**src/rtl/hack_kbd_adapter.sv**
```systemverilog
// hack_kbd_adapter: translates MiSTer ps2_key events into the Hack KBD register code.
// Define HACK_KBD_CAPSLOCK_EN to enable caps-lock tracking and caps_led.
module hack_kbd_adapter #(
  parameter int unsigned STACK_DEPTH = 4
) (
  input  logic        clk,
  input  logic        reset_n,
  input  logic [10:0] ps2_key,
  output logic [15:0] kbd_code,
  output logic        kbd_strobe,
  output logic        caps_led
);

  localparam int unsigned CW = $clog2(STACK_DEPTH + 1);

  typedef enum logic [1:0] {
    S_IDLE,
    S_CAPTURE,
    S_UPDATE
  } state_e;

  state_e        state_q, state_d;
  logic [10:0]   key_s1_q, key_s2_q;
  logic [1:0]    arm_q;
  logic          tog_ref_q, tog_ref_d;
  logic          ev_make_q, ev_make_d;
  logic [8:0]    ev_key_q, ev_key_d;
  logic [8:0]    stk_q [STACK_DEPTH];
  logic [8:0]    stk_d [STACK_DEPTH];
  logic [CW-1:0] cnt_q, cnt_d;
  logic          shl_q, shl_d, shr_q, shr_d, caps_q, caps_d;
  logic [7:0]    code_q, code_d;
  logic          strobe_q, strobe_d;

  logic          event_w;
  logic          hit;
  int unsigned   hit_idx;
  logic [8:0]    top;
  logic          shift_w, upper_w, mapped_w;

  // {ext, scancode} -> Hack code; 0 means unmapped.
  function automatic logic [7:0] map_key(input logic [8:0] key, input logic shift,
                                         input logic upper);
    logic [7:0] lc;
    logic [7:0] r;
    lc = '0;
    r  = '0;
    if (key[8]) begin
      case (key[7:0])
        8'h5A: r = 8'd128;
        8'h6B: r = 8'd130;
        8'h75: r = 8'd131;
        8'h74: r = 8'd132;
        8'h72: r = 8'd133;
        8'h6C: r = 8'd134;
        8'h69: r = 8'd135;
        8'h7D: r = 8'd136;
        8'h7A: r = 8'd137;
        8'h70: r = 8'd138;
        8'h71: r = 8'd139;
        default: r = '0;
      endcase
    end else begin
      case (key[7:0])
        8'h1C: lc = "a";  8'h32: lc = "b";  8'h21: lc = "c";  8'h23: lc = "d";
        8'h24: lc = "e";  8'h2B: lc = "f";  8'h34: lc = "g";  8'h33: lc = "h";
        8'h43: lc = "i";  8'h3B: lc = "j";  8'h42: lc = "k";  8'h4B: lc = "l";
        8'h3A: lc = "m";  8'h31: lc = "n";  8'h44: lc = "o";  8'h4D: lc = "p";
        8'h15: lc = "q";  8'h2D: lc = "r";  8'h1B: lc = "s";  8'h2C: lc = "t";
        8'h3C: lc = "u";  8'h2A: lc = "v";  8'h1D: lc = "w";  8'h22: lc = "x";
        8'h35: lc = "y";  8'h1A: lc = "z";
        8'h16: r = shift ? "!" : "1";
        8'h1E: r = shift ? "@" : "2";
        8'h26: r = shift ? "#" : "3";
        8'h25: r = shift ? "$" : "4";
        8'h2E: r = shift ? "%" : "5";
        8'h36: r = shift ? "^" : "6";
        8'h3D: r = shift ? "&" : "7";
        8'h3E: r = shift ? "*" : "8";
        8'h46: r = shift ? "(" : "9";
        8'h45: r = shift ? ")" : "0";
        8'h0E: r = shift ? "~" : 8'h60;
        8'h4E: r = shift ? "_" : "-";
        8'h55: r = shift ? "+" : "=";
        8'h54: r = shift ? "{" : "[";
        8'h5B: r = shift ? "}" : "]";
        8'h5D: r = shift ? "|" : "\\";
        8'h4C: r = shift ? ":" : ";";
        8'h52: r = shift ? "\"" : "'";
        8'h41: r = shift ? "<" : ",";
        8'h49: r = shift ? ">" : ".";
        8'h4A: r = shift ? "?" : "/";
        8'h29: r = " ";
        8'h5A: r = 8'd128;
        8'h66: r = 8'd129;
        8'h76: r = 8'd140;
        8'h05: r = 8'd141;  8'h06: r = 8'd142;  8'h04: r = 8'd143;  8'h0C: r = 8'd144;
        8'h03: r = 8'd145;  8'h0B: r = 8'd146;  8'h83: r = 8'd147;  8'h0A: r = 8'd148;
        8'h01: r = 8'd149;  8'h09: r = 8'd150;  8'h78: r = 8'd151;  8'h07: r = 8'd152;
        default: r = '0;
      endcase
      if (lc != '0) r = upper ? lc - 8'd32 : lc;
    end
    return r;
  endfunction

  // Reference is primed from the input pipe for two cycles after reset, so the
  // level already present on ps2_key[10] is not taken as an event.
  assign event_w = (arm_q == 2'd2) && (key_s2_q[10] != tog_ref_q);

  always_comb begin
    state_d   = state_q;
    tog_ref_d = tog_ref_q;
    ev_make_d = ev_make_q;
    ev_key_d  = ev_key_q;
    stk_d     = stk_q;
    cnt_d     = cnt_q;
    shl_d     = shl_q;
    shr_d     = shr_q;
    caps_d    = caps_q;
    code_d    = code_q;
    strobe_d  = 1'b0;
    hit       = 1'b0;
    hit_idx   = 0;
    top       = '0;
    shift_w   = 1'b0;
    upper_w   = 1'b0;
    mapped_w  = map_key(ev_key_q, 1'b0, 1'b0) != 8'h00;

    if (arm_q != 2'd2) tog_ref_d = key_s1_q[10];

    for (int unsigned i = 0; i < STACK_DEPTH; i++) begin
      if (i < 32'(cnt_q) && stk_q[i] == ev_key_q) begin
        hit     = 1'b1;
        hit_idx = i;
      end
    end

    case (state_q)
      S_IDLE: begin
        if (event_w) begin
          tog_ref_d = key_s2_q[10];
          ev_make_d = key_s2_q[9];
          ev_key_d  = key_s2_q[8:0];
          state_d   = S_CAPTURE;
        end
      end

      S_CAPTURE: begin
        if (!ev_key_q[8] && ev_key_q[7:0] == 8'h12) begin
          shl_d = ev_make_q;
        end else if (!ev_key_q[8] && ev_key_q[7:0] == 8'h59) begin
          shr_d = ev_make_q;
`ifdef HACK_KBD_CAPSLOCK_EN
        end else if (!ev_key_q[8] && ev_key_q[7:0] == 8'h58) begin
          if (ev_make_q) caps_d = !caps_q;
`endif
        end else if (mapped_w) begin
          if (ev_make_q) begin
            if (!hit) begin
              if (cnt_q == CW'(STACK_DEPTH)) begin
                for (int unsigned i = 0; i + 1 < STACK_DEPTH; i++) stk_d[i] = stk_q[i + 1];
                stk_d[STACK_DEPTH - 1] = ev_key_q;
              end else begin
                for (int unsigned i = 0; i < STACK_DEPTH; i++)
                  if (i == 32'(cnt_q)) stk_d[i] = ev_key_q;
                cnt_d = cnt_q + CW'(1);
              end
            end
          end else if (hit) begin
            for (int unsigned i = 0; i + 1 < STACK_DEPTH; i++)
              if (i >= hit_idx) stk_d[i] = stk_q[i + 1];
            cnt_d = cnt_q - CW'(1);
          end
        end

        // The code register is loaded on entry to UPDATE so it is visible there.
        for (int unsigned i = 0; i < STACK_DEPTH; i++)
          if (i + 1 == 32'(cnt_d)) top = stk_d[i];
        shift_w = shl_d | shr_d;
`ifdef HACK_KBD_CAPSLOCK_EN
        upper_w = shift_w ^ caps_d;
`else
        upper_w = shift_w;
`endif
        code_d   = (cnt_d == '0) ? 8'h00 : map_key(top, shift_w, upper_w);
        strobe_d = code_d != code_q;
        state_d  = S_UPDATE;
      end

      S_UPDATE: state_d = S_IDLE;

      default: state_d = S_IDLE;
    endcase
  end

  always_ff @(posedge clk or negedge reset_n) begin
    if (!reset_n) begin
      state_q   <= S_IDLE;
      key_s1_q  <= '0;
      key_s2_q  <= '0;
      arm_q     <= '0;
      tog_ref_q <= 1'b0;
      ev_make_q <= 1'b0;
      ev_key_q  <= '0;
      for (int unsigned i = 0; i < STACK_DEPTH; i++) stk_q[i] <= '0;
      cnt_q     <= '0;
      shl_q     <= 1'b0;
      shr_q     <= 1'b0;
      caps_q    <= 1'b0;
      code_q    <= '0;
      strobe_q  <= 1'b0;
    end else begin
      state_q   <= state_d;
      key_s1_q  <= ps2_key;
      key_s2_q  <= key_s1_q;
      if (arm_q != 2'd2) arm_q <= arm_q + 2'd1;
      tog_ref_q <= tog_ref_d;
      ev_make_q <= ev_make_d;
      ev_key_q  <= ev_key_d;
      stk_q     <= stk_d;
      cnt_q     <= cnt_d;
      shl_q     <= shl_d;
      shr_q     <= shr_d;
      caps_q    <= caps_d;
      code_q    <= code_d;
      strobe_q  <= strobe_d;
    end
  end

  assign kbd_code   = {8'h00, code_q};
  assign kbd_strobe = strobe_q;
  assign caps_led   = caps_q;

endmodule

```
**config.mk**
```make
export PLATFORM = sky130hd
export DESIGN_NAME = hack_kbd_adapter
export DESIGN_NICKNAME = d
export VERILOG_FILES = /design/src/rtl/hack_kbd_adapter.sv
export SDC_FILE = /design/constraint.sdc
export NUM_CORES = 1
export LEC_CHECK = 0
export CAP_MARGIN = 0
export CORE_MARGIN = 3
export CORE_UTILIZATION = 55
export CTS_CLUSTER_DIAMETER = 50
export DETAILED_ROUTE_END_ITERATION = 6
export PLACE_DENSITY = 0.71
export SETUP_SLACK_MARGIN = 0.1
export SLEW_MARGIN = 10
export SYNTH_ARGS = -nofsm -noshare
export SYNTH_HDL_FRONTEND = slang
export SYNTH_SLANG_ARGS = --single-unit
```
**constraint.sdc**
```tcl
create_clock -name clk -period 9 [get_ports clk]
set_clock_uncertainty 0.05 [all_clocks]
set_input_delay 1.8 -clock clk [delete_from_list [all_inputs] [get_ports clk]]
set_output_delay 1.8 -clock clk [all_outputs]
set_load 0.03 [all_outputs]
```
== After elaboration in Yosys (flattened, before gate mapping) ==
Index checks and enable logic that the tools add are counted.

* Latch bits: 0
* Flip-flop bits (word level): 87
* Input bits: 13
* Memory bits (read-only): 0
* Memories kept: 0
* Bits in writable memories: 0

* Bitwise operators: 1
* Reductions and logical operators: 15
* Equal/unequal tests: 166
* Magnitude comparators: 7
* $add $sub $neg: 4
* Divide/modulo/power cells: 0
* Shift operators: 0
* Multiply operators: 0
* Mux-type cells: 83

{| class="wikitable"
|+ Operator list
! cell !! count
|-
| one-hot mux 8 bit (37 select lines) || 2
|-
| equality test 8 x 7 -> 1 bit, second input constant || 63
|-
| equality test 8 x 6 -> 1 bit, second input constant || 46
|-
| one-hot mux 7 bit (26 select lines) || 2
|-
| two-way mux 36 bit || 5
|-
| one-hot mux 8 bit (11 select lines) || 2
|-
| equality test 8 x 5 -> 1 bit, second input constant || 15
|-
| two-way mux 9 bit || 13
|-
| equality test 8 x 4 -> 1 bit, second input constant || 10
|-
| two-way mux 8 bit || 10
|-
| two-way mux 5 bit || 13
|-
| equality test 8 x 3 -> 1 bit, second input constant || 8
|-
| greater-or-equal comparator 1 x 32 -> 1 bit, first input constant || 2
|-
| two-way mux 32 bit || 2
|-
| two-way mux 27 bit || 2
|-
| equality test 9 bit || 4
|-
| greater-or-equal comparator 2 x 32 -> 1 bit, first input constant || 1
|-
| two-way mux 3 bit || 9
|-
| nonzero test 8 bit || 3
|-
| two-way mux 7 bit || 3
|-
| two-way mux 6 bit || 3
|-
| equality test 8 x 1 -> 1 bit, second input constant || 2
|-
| equality test 8 x 2 -> 1 bit, second input constant || 2
|-
| equality test 8 bit, second input constant || 2
|-
| 24 further kinds || 52
|}

== Logic depth before layout (Yosys ltp) ==
* Word-level depth: 30
* Depth in mapped cells: 27
* Depth with buffers taken out: 20

== Least setup slack after synthesis ==
OpenSTA, ideal clock, no wires.

* Path type: reg2reg
* Start: register ev_key_q[8]
* End: register strobe_q (netlist: kbd_strobe)
* Data required time: 8.868 ns
* Library setup time: 0.082 ns
* Setup slack: 3.325 ns
* Period minus slack after synthesis: 5.675 ns
* Buffers on the path: 4
* Stages on the path, launching flop included: 24
* Data arrival time: 5.543 ns
* Cells stage by stage: dfrtp_1 -> buf_6 -> xor2_1 -> or4_4 -> nor4_4 -> nor4_2 -> mux2_4 -> or4_1 -> buf_2 -> a211o_1 -> buf_4 -> a311oi_2 -> a211oi_2 -> buf_2 -> nand2_2 -> o22ai_1 -> a22oi_1 -> o21ai_1 -> nor4_4 -> ha_1 -> or3_1 -> mux2i_1 -> nor4_1 -> a31oi_1

* Word-level cells in the longest chain between the ends: 30
* Elaborated cells on any way between the ends: 169
* Those cells by class: add/sub: 1; order compare: 3; eq/ne: 82; mux: 72; bitwise: 1; reduce/logical: 10

{| class="wikitable"
|+ RTL lines
! item !! line !! source
|-
| from (decl) || 27 || <nowiki>logic [8:0] ev_key_q, ev_key_d;</nowiki>
|-
| from (signal assigned) || 220 || <nowiki>ev_key_q <= ev_key_d;</nowiki>
|-
| parallel branches: the longest is 27 deep, another holds greater-or-equal comparator 1 x 32 -> 1 bit || - ||
|-
| two-way mux 8 bit (*) || 186 || <nowiki>code_d = (cnt_d == '0) ? 8'h00 : map_key(top, shift_w, upper_w);</nowiki>
|-
| != test 8 bit (*) || 187 || <nowiki>strobe_d = code_d != code_q;</nowiki>
|-
| two-way mux 1 bit (*) || 139 || <nowiki>case (state_q)</nowiki>
|-
| net strobe_d || 33 || <nowiki>logic strobe_q, strobe_d;</nowiki>
|-
| to (signal assigned) || 227 || <nowiki>strobe_q <= strobe_d;</nowiki>
|-
| to (decl) || 33 ||
|}

Mark *: on every way through the listed nets, which the timed path passes. The select of a mux whose other input is x is not followed.
A chain may end at the register's enable or synchronous reset.

== Worst setup path after layout ==
* Start: register ev_key_q[5]
* End: register strobe_q (netlist: kbd_strobe)

The elaborated chain is that of the path after synthesis.

==> out/metrics.cfg <==
[run_status]
run_status=complete, but fails checks
failed_checks=design-rule violations

[cts]
clock_latency_ps=360
numCtsBuffers=9
postCtsHoldBufs=0
clock-sinks=87
clockBufferDepth=2
cts.repair.resized=0
postCtsSetupRepairBufs=0
clkTransAtPathRegs_ps=70
htree_levels=3
clock-root-buffer=clkbuf_16
cts_tree=yes

[floorplan]
io_pins=31
chipWidth_um=128.4
initial_utilization_pct=56.46
core_area_um2=14590
num_rows=44
die_h_um=128.4
dieArea_um2=16480

[detailed_routing]
wl_per_cell_um=24.18
vias=8755
finalWirelength_um=28750
drc_errors=12
drtPass1Iterations=7
viasPerCell=7.363
ant_nets=0
drt_iter0_markers=1535

[worst_setup_path]
critPathRequiredTime_ps=9220
max_stage_delay_ps=1040
crit_buf_inv=0
worstPathMaxFanout=31
path_cells=or4b_1, a2111oi_0, or4_1, a2111oi_1, and4_1, o311ai_1, a211o_1, o311ai_2, nand2b_1, nor3_1, o21ai_0, a21oi_1, nor4_4, ha_1, or3_1, mux2i_1, nor4_1, a31oi_1
end_kind=register
r2r_cells=18
cp.arrival_ps=8350
cpLargestDelayFamily=simple AND/OR/NAND/NOR gates
path_depth=18
cpMaxStageDelayCell=o311ai_2
path_class=reg2reg
start_kind=register

[grt]
first_global_vias=7774
antenna_found_initial=0
grt_pass1_wl_um=44800
gr-usage-all-layers_pct=34.54
overflow=0
grt_max_degree=61

[sta]
finalSetupViolCount=0
hold_violations=0
final.setup.tns_ps=0
slew_viol_final=0
timing.fmax_ghz=0.1230
slew_headroom_pct=27.05
period_share_pct=90.31
layout_min_cycle_time_ps=8128
worstMarginPinSlew_ps=1092
rsz0062_at_grt=no

[logic_synthesis]
synth_seq_cells=87
synthTopCellsByCount=120 x nand2_1, 87 x dfrtp_1, 86 x o21ai_0
syn_area_per_cell_um2=7.905
synthArstFlopShare_pct=100.0
netlist_area_um2=8237
synth_area_leaders=dfrtp_1 26%, nand2_1 5.5%, o21ai_0 5.2%
yosysUniqueCellTypes=98
ys_dominant_reg_cell=dfrtp_1
yosysTopAreaCell=dfrtp_1
synth_top_area_share_pct=26.43
syn_inst=1042
synth-seq-area-share_pct=26.43
yosysWarnings=0
yosysMostFrequentCell=nand2_1
synth_edf_count=0

[place]
routabilityCongestion=1.044
hpwl_um=20570
portBuffers=21

[cells_and_area]
area_growth_syn_to_layout_pct=5.104
antenna_cells=0
drive_gt1_share_pct=7.960
nets=1021

[worst_hold_path]
worstHoldPathCells=0
hold_path.class=reg2reg

[job]
cap_violations=0

[sequential cells by signal (all words and copies together) (netlist names), 2 cells and up]
register and count:
stk_q 36, ev_key_q 9, arm_q 2, key_s2_q 11, state_q 2, code_q 8, key_s1_q 11, cnt_q 3
[final timing paths]
kind	start	endpoint	slack, ps
max	ev_key_q[5]	kbd_strobe	870
min	key_s1_q[9]	key_s2_q[9]	290
max reg2reg	ev_key_q[5]	kbd_strobe	870
min reg2reg	key_s1_q[9]	key_s2_q[9]	290
max in group asynchronous	reset_n	ev_key_q[7]	6550
min in group asynchronous	reset_n	key_s1_q[1]	1290
[worst register-to-register path: stages (launching register included)]
cell and delay (ps):
dfrtp_1 1030, or4b_1 310, a2111oi_0 80, or4_1 500, a2111oi_1 490, and4_1 780, o311ai_1 270, a211o_1 550
o311ai_2 1040, nand2b_1 380, nor3_1 770, o21ai_0 220, a21oi_1 330, nor4_4 140, ha_1 340, or3_1 370
mux2i_1 130, nor4_1 70, a31oi_1 200
[cell usage in the layout (no fill, tap or decap), drive strengths merged, types with 7 or more instances in the layout]
| cell | synthesis | routed |
|---|---|---|
| o22a | 20 | 20 |
| o31ai | 16 | 16 |
| o211ai | 11 | 11 |
| nand4 | 24 | 24 |
| xor2 | 23 | 23 |
| dfrtp | 87 | 87 |
| mux2 | 9 | 9 |
| nor3 | 32 | 32 |
| a211o | 9 | 9 |
| nand2b | 12 | 12 |
| clkdlybuf4s50 | 0 | 20 |
| xnor2 | 24 | 24 |
| conb | 1 | 9 |
| nor4 | 21 | 21 |
| clkbuf | 39 | 9 |
| nand3 | 22 | 22 |
| nor2 | 70 | 70 |
| o221ai | 8 | 8 |
| a22oi | 15 | 15 |
| o22ai | 17 | 17 |
| inv | 29 | 33 |
| a221oi | 8 | 8 |
| o2111ai | 12 | 12 |
| nor2b | 7 | 7 |
| ha | 8 | 8 |
| a21oi | 37 | 37 |
| nand2 | 124 | 124 |
| a211oi | 21 | 21 |
| a32oi | 9 | 9 |
| o21a | 7 | 7 |
| or4 | 9 | 9 |
| a31oi | 11 | 11 |
| a2111oi | 7 | 7 |
| or3 | 12 | 12 |
| mux2i | 32 | 32 |
| buf | 61 | 19 |
| o21ai | 89 | 89 |
[cells by family after synthesis]
family | count (synthesis) | share of synthesized area [%]
compound gates | 352 | 31.22
xor+xnor | 47 | 4.998
fa+ha+maj | 8 | 1.215
buf+inv | 133 | 7.458
flops | 87 | 26.43
mux | 41 | 5.210
other cells | 1 | 0.04553
simple gates | 373 | 23.42
[area by class of cell]
| type | instances | area, um2 |
|---|---|---|
| Clock buffer | 9 | 225.2 |
| Clock inverter | 7 | 72.57 |
| Fill cell | 1322 | 5932 |
| Inverter | 33 | 123.9 |
| Multi-Input combinational cell | 830 | 5485 |
| Sequential cell | 87 | 2177 |
| Tap cell | 184 | 230.2 |
| Timing Repair Buffer | 39 | 342.8 |
[layer usage]
metal | GRT usage (%) | share of wire, % | wire length (um) | up-vias
met2 | 50.08 | 42 | 12090 | 680
met5 | 0 | 0 | 0 | -
met3 | 7.887 | 12 | 3361 | 141
met1 | 50.73 | 42 | 12160 | 4065
li1 | - | - | - | 3869
met4 | 11.67 | 4.0 | 1137 | 0
[metrics by stage]
step                instances  cell area [um2]  worst slack [ps]  util, %  hold WS (ps)
floorplan                1050             8267              3325        -         281.2
global placement         1173             8359              1253    57.30         282.0
detailed placement       1173             8359              1131    57.30         286.2
CTS                      1189             8657              1063    59.34         293.6
global route             1189             8657             323.2    59.34         299.5
finish                   1189             8657             871.8    59.34         290.2
Power is not shown: default switching activity piles up to over one toggle a cycle in this logic, so the estimate is an artifact.
